File: config.mk
export PLATFORM = sky130hd
export DESIGN_NAME = sdr_wb_bist_master
export DESIGN_NICKNAME = d
export VERILOG_FILES = /design/src/rtl/sdr_wb_bist_master.sv
export SDC_FILE = /design/constraint.sdc
export NUM_CORES = 1
export LEC_CHECK = 0
export ABC_AREA = 1
export BUFFER_PORTS_ARGS = -buffer_cell sky130_fd_sc_hd__buf_2
export CAP_MARGIN = 20
export CORE_MARGIN = 2
export CORE_UTILIZATION = 45
export CTS_CLUSTER_SIZE = 12
export DETAILED_ROUTE_END_ITERATION = 12
export MAX_ROUTING_LAYER = met4
export PLACE_DENSITY = 0.69
export SYNTH_ARGS = -nofsm -noshare
export SYNTH_HDL_FRONTEND = slang
export SYNTH_SLANG_ARGS = --single-unit
File: constraint.sdc
create_clock -name wb_clk_i -period 2.7 [get_ports wb_clk_i]
set_input_delay 0.27 -clock wb_clk_i [delete_from_list [all_inputs] [get_ports wb_clk_i]]
set_output_delay 0.27 -clock wb_clk_i [all_outputs]
set_load 0.02 [all_outputs]
File: src/rtl/sdr_wb_bist_master.sv
// Wishbone classic-cycle BIST master for the SDRAM controller slave port.
// It writes a per-word pattern to NUM_WORDS consecutive words and then reads
// them back and compares. It reports pass/fail, a saturating mismatch count,
// the first failing address and an ack-timeout flag.
module sdr_wb_bist_master #(
    parameter int AW        = 26,
    parameter int NUM_WORDS = 16,
    parameter int BASE_ADDR = 0,
    parameter int TIMEOUT   = 255
) (
    input  logic          wb_clk_i,
    input  logic          wb_rst_i,
    input  logic          start,
    input  logic          sdram_init_done,
    output logic          wb_cyc_o,
    output logic          wb_stb_o,
    output logic          wb_we_o,
    output logic [3:0]    wb_sel_o,
    output logic [AW-1:0] wb_addr_o,
    output logic [31:0]   wb_dat_o,
    input  logic [31:0]   wb_dat_i,
    input  logic          wb_ack_i,
    output logic          busy,
    output logic          done,
    output logic          pass,
    output logic          timeout,
    output logic [15:0]   err_count,
    output logic [AW-1:0] fail_addr
);

    typedef enum logic [2:0] {
        S_IDLE, S_WAIT_INIT, S_WR_REQ, S_WR_GAP, S_RD_REQ, S_RD_GAP, S_DONE
    } state_t;

    localparam logic [15:0] LAST_IDX = 16'(NUM_WORDS - 1);
    localparam logic [15:0] TMO_MAX  = 16'(TIMEOUT - 1);

    state_t        state, nxt;
    logic [15:0]   idx;
    logic [15:0]   tcnt;
    logic [47:0]   addr_sum;
    logic [AW-1:0] req_addr;
    logic [31:0]   pattern;
    logic          in_req;
    logic          last;
    logic          tmo;

    // Word address and pattern for the current index; the address wraps mod 2^AW.
    always_comb begin
        addr_sum = 48'(BASE_ADDR) + {30'd0, idx, 2'b00};
        req_addr = addr_sum[AW-1:0];
        pattern  = {16'hA5A5 ^ idx, idx};
        in_req   = (state == S_WR_REQ) || (state == S_RD_REQ);
        last     = (idx == LAST_IDX);
        // The ack has priority over the timeout when both hit the same edge.
        tmo      = in_req && !wb_ack_i && (tcnt == TMO_MAX);
    end

    // Bus outputs are decoded from the state, so a reset drops cyc/stb at once.
    always_comb begin
        wb_cyc_o  = in_req;
        wb_stb_o  = in_req;
        wb_we_o   = (state == S_WR_REQ);
        wb_sel_o  = in_req ? 4'hF : 4'h0;
        wb_addr_o = in_req ? req_addr : '0;
        wb_dat_o  = in_req ? pattern : 32'h0;
    end

    // State register.
    always_ff @(posedge wb_clk_i or posedge wb_rst_i) begin
        if (wb_rst_i) state <= S_IDLE;
        else          state <= nxt;
    end

    // Next-state logic.
    always_comb begin
        nxt = state;
        case (state)
            S_IDLE:      if (start) nxt = S_WAIT_INIT;
            S_WAIT_INIT: if (sdram_init_done) nxt = S_WR_REQ;
            S_WR_REQ:    if (wb_ack_i) nxt = S_WR_GAP;
                         else if (tmo) nxt = S_DONE;
            S_WR_GAP:    nxt = last ? S_RD_REQ : S_WR_REQ;
            S_RD_REQ:    if (wb_ack_i) nxt = S_RD_GAP;
                         else if (tmo) nxt = S_DONE;
            S_RD_GAP:    nxt = last ? S_DONE : S_RD_REQ;
            S_DONE:      if (start) nxt = S_WAIT_INIT;
            default:     nxt = S_IDLE;
        endcase
    end

    // Word index and per-transfer wait counter; the counter is zero on REQ entry.
    always_ff @(posedge wb_clk_i or posedge wb_rst_i) begin
        if (wb_rst_i) begin
            idx  <= '0;
            tcnt <= '0;
        end else begin
            case (state)
                S_WR_REQ, S_RD_REQ: if (!wb_ack_i) tcnt <= tcnt + 16'd1;
                S_WR_GAP: begin
                    tcnt <= '0;
                    idx  <= last ? 16'd0 : idx + 16'd1;
                end
                S_RD_GAP: begin
                    tcnt <= '0;
                    if (!last) idx <= idx + 16'd1;
                end
                default: begin
                    tcnt <= '0;
                    idx  <= '0;
                end
            endcase
        end
    end

    // Test status: clear on start, compare on read ack, latch the verdict on DONE entry.
    always_ff @(posedge wb_clk_i or posedge wb_rst_i) begin
        if (wb_rst_i) begin
            busy      <= 1'b0;
            done      <= 1'b0;
            pass      <= 1'b0;
            timeout   <= 1'b0;
            err_count <= '0;
            fail_addr <= '0;
        end else begin
            if (((state == S_IDLE) || (state == S_DONE)) && start) begin
                busy      <= 1'b1;
                done      <= 1'b0;
                pass      <= 1'b0;
                timeout   <= 1'b0;
                err_count <= '0;
                fail_addr <= '0;
            end
            if ((state == S_RD_REQ) && wb_ack_i && (wb_dat_i != pattern)) begin
                if (err_count != 16'hFFFF) err_count <= err_count + 16'd1;
                if (err_count == 16'h0)    fail_addr <= req_addr;
            end
            if (tmo) timeout <= 1'b1;
            if ((nxt == S_DONE) && (state != S_DONE)) begin
                busy <= 1'b0;
                done <= 1'b1;
                pass <= (err_count == 16'h0) && !tmo;
            end
        end
    end

endmodule

==> summary.txt <==
Run status
  – Outcome: finished, violations left
  – Failing checks: hold timing

Setup path
  – Kind of launch point of the worst setup path: flip-flop
  – Crit path DAT: 2.00 ns
  – R2R Path End: pass$_DFFE_PP0P_
  – Data required, critical path: 2.43 ns
  – Max FO, Critical Path: 22
  – Type of the worst setup path: flip-flop to output port
  – R2r startpoint: idx[0]$_DFFE_PP0P_
  – Flop2flop setup slack: 0.62 ns
  – Endpoint kind of the worst setup timing path: output port
  – Cell count of the worst reg-to-reg path: 10

CTS
  – Clock tree from TritonCTS: yes
  – Post-CTS setup buffer count: 0
  – Library cell used as clock root buffer: sky130_fd_sc_hd__clkbuf_16
  – Hold buffers post-CTS: 0
  – H-tree lvl count: 3
  – Clock Sinks: 81
  – CTS Buf Count: 9
  – Clock Tree Buf Depth: 2
  – Clock transition time at the flip-flop clock pins of the worst setup and hold paths: 0.06 ns
  – Clk_lat worst skew: 0.34 ns
  – Resized Gates After CTS: 0

Cells and area
  – Post-route design area: 0.00686 mm²
  – Final net count: 1050
  – Post-route insts no fill: 1189
  – Number of fill cells in the layout: 1342
  – Share of post-route cells with drive strength above 1: 17.5%
  – Growth of design area from synthesis to finish: 13.2%
  – Final design utilization: 52.0%
  – Final antenna diode count: 0

Detailed routing
  – Routed vias: 5889
  – Number of remaining DRC errors: 0
  – Number of DRC markers in iteration 0: 698
  – Detail-routed via count per cell: 4.95
  – Average detailed-routed wire length per instance: 13.4 µm
  – DRT Wirelength: 15900 µm
  – Detailed Routing Iterations Pass 1: 7
  – Antenna Violating Nets Remaining: 0

Synthesis
  – Flops & latches, synth: 81
  – Parity-gate share of the synthesized area counting xor and xnor cells: 5.93%
  – Yosys top cell area share: 33.5%
  – Avg Cell Area, Syn: 6.57 µm²
  – Share of async-settable or async-resettable flops after synthesis: 100%
  – Most area-hungry cell type in the Yosys netlist: sky130_fd_sc_hd__dfrtp_1
  – Fraction of the mapped netlist area in simple logic gates: 36.0%
  – Leading cell type by number of instances after synthesis: sky130_fd_sc_hd__nand2_1
  – Share of the yosys chip area belonging to registers: 33.5%
  – Count of unique library cells instantiated by Yosys: 38
  – Main combinational cell family by area after synthesis: simple AND/OR/NAND/NOR gates
  – Most area-consuming cells after synthesis: sky130_fd_sc_hd__dfrtp_1 (33%), sky130_fd_sc_hd__nand2_1 (16%), sky130_fd_sc_hd__inv_1 (7.1%), sky130_fd_sc_hd__nand3_1 (7.1%), sky130_fd_sc_hd__nor2_1 (6.5%)
  – Count of warnings emitted by yosys: 0
  – Post-Syn Instances: 922
  – Post-synthesis cell area: 0.00606 mm²
  – Complex-gate fraction of the synthesized area: 7.13%
  – Primary FF master, synth: sky130_fd_sc_hd__dfrtp_1
  – Most instantiated cells after synthesis: sky130_fd_sc_hd__nand2_1 (266), sky130_fd_sc_hd__inv_1 (115), sky130_fd_sc_hd__nor2_1 (105), sky130_fd_sc_hd__nand3_1 (86), sky130_fd_sc_hd__dfrtp_1 (81)
  – Synth Area in Adders: 1.03%
  – Mux share of post-synthesis cell area: 0%
  – Number of flops mapped to enable cells by yosys: 0

Power
  – Maximum VDD drop: 0.382 mV
  – Share of power burned in the clock network: 36.4%
  – Logic gate share of total power: 27.7%
  – Net switching power of the design: 1.28 mW
  – Sequential cell fraction of total power: 35.9%
  – Switch share: 35.4%
  – Power density normalized to cell area: 528 mW/mm²
  – Internal Power: 2.34 mW
  – Total leakage power: 3.94 nW

Global routing
  – Number of antenna violations at the first check in global routing: 0
  – Wire length of the first global-routing pass: 26100 µm
  – GRT Util Overall: 23.1%
  – Largest net degree at the start of global routing: 82
  – Via count of the first global-routing pass: 5221
  – Total gr overflow: 0

STA
  – Setup repair after global routing missed its margin: false
  – Post-route fraction of the period consumed by the critical path: 84.2%
  – Total negative slack for setup checks: 0 ns
  – Final setup viols: 0
  – Normalized max-slew margin: 66.1%
  – Shortest clock period the worst path allows after layout: 2.27 ns
  – Tightest hold margin: -0.0367 ns
  – Max Slew Vio Count: 0
  – Setup skew after layout: 0.00656 ns
  – Fmax: 0.440 GHz
  – Tightest Pin Transition: 0.507 ns
  – Hold Fails Final Rpt: 17

Hold path
  – Kind of path behind the tightest hold check: input port to async pin

Floorplan
  – Initial cell density of the core: 45.9%
  – Area inside the core boundary: 0.0132 mm²
  – Number of top-level pins: 148
  – Total die area: 0.0144 mm²
  – Die boundary width: 120 µm
  – Die outline height: 120 µm
  – Row cnt: 42

Place
  – Final weighted congestion in routability-driven placement: 0.939
  – HPWL after DPL: 11200 µm
  – Number of instances in the placed design: 1173
  – Buffers on Ports: 137
  – Standard cell area after detailed placement: 0.00655 mm²

Flow run
  – Max Cap Viol: 0
placed cells by master, fill, tap and decap left out, drive strengths merged, types with 3 or more instances in the layout:
master and n:
nand2 270, buf 147, inv 117, nor2 107, nand3 87, dfrtp 81, o21ai 57, nor3 26
xnor2 25, nand4 18, xor2 16, clkbuf 11, conb 10, a21oi 9, o211ai 6, nor4 5
ha 5, or2 3, clkinv 3
power by group through the flow:
stage	Clock (mW)	Sequential (mW)	Combinational, mW
finish	1.32	1.30	1.00
global route	1.40	1.31	1.11
CTS	1.35	1.30	1.01
detailed placement	0	1.32	1.01
global placement	0	1.32	1.00
floorplan	0	1.31	0.778
registers in the layout, summed over array words and instances (netlist names):
signal	flops
fail_addr	26
tcnt	16
busy	1
done	1
timeout	1
state	3
pass	1
err_count	16
idx	16
cell type report:
| cell class | instances | area [µm²] | area share, % |
|---|---|---|---|
| Timing Repair Buffer | 147 | 773 | 11.3 |
| Multi-Input combinational cell | 650 | 3080 | 44.9 |
| Sequential cell | 81 | 2030 | 29.5 |
| Inverter | 119 | 448 | 6.53 |
| Clock inverter | 5 | 80.1 | 1.17 |
| Tap cell | 176 | 220 | 3.21 |
| Clock buffer | 11 | 233 | 3.39 |
kinds of logic (layout without fill, tap and decap cells):
group                      after synthesis  in the layout
and+or+nand+nor                        516            516
adders and majority gates                5              5
other                                    1             10
buffers and inverters                  200            282
AOI/OAI and AO/OA                       78             78
xor gates and xnor gates                41             41
DFF                                     81             81
how the worst max path moves through the flow:
stage / endpoint / slack, ns / from / depth (start not counted)
floorplan: busy$_DFFE_PP0P_ / 0.35 / wb_rst_i / 1
global placement: pass$_DFFE_PP0P_ / 0.68 / idx[0]$_DFFE_PP0P_ / 10
CTS: wb_dat_o[17] / 0.40 / state[2]$_DFF_PP0_ / 7
finish: wb_dat_o[17] / 0.43 / state[2]$_DFF_PP0_ / 7
global route: wb_dat_o[17] / 0.25 / state[2]$_DFF_PP0_ / 7
detailed placement: pass$_DFFE_PP0P_ / 0.67 / idx[0]$_DFFE_PP0P_ / 10
stage by stage:
stage | total power, mW | setup WS, ns
2_1_floorplan | 2.09 | 0.350
6_report | 3.62 | 0.425
5_1_grt | 3.82 | 0.248
3_3_place_gp | 2.33 | 0.678
4_1_cts | 3.66 | 0.398
3_5_place_dp | 2.33 | 0.670
worst max-delay path: stages (launching register included):
cell,delay [ns]
sky130_fd_sc_hd__dfrtp_1,0.47
sky130_fd_sc_hd__inv_1,0.13
sky130_fd_sc_hd__nand3_2,0.14
sky130_fd_sc_hd__nand2_2,0.08
sky130_fd_sc_hd__inv_2,0.30
sky130_fd_sc_hd__buf_4,0.30
sky130_fd_sc_hd__nor2_1,0.08
sky130_fd_sc_hd__buf_2,0.16
routing by layer:
metal  vias to the layer above  global-route usage (%)  routed length, µm
met4                         0                    8.24                408
met1                      2651                    32.0               7600
li1                       3008                       -                  -
met2                       202                    34.5               7090
met3                        28                    3.28                828
met5                         -                       -                  0
(Power assumes the default switching activity.)
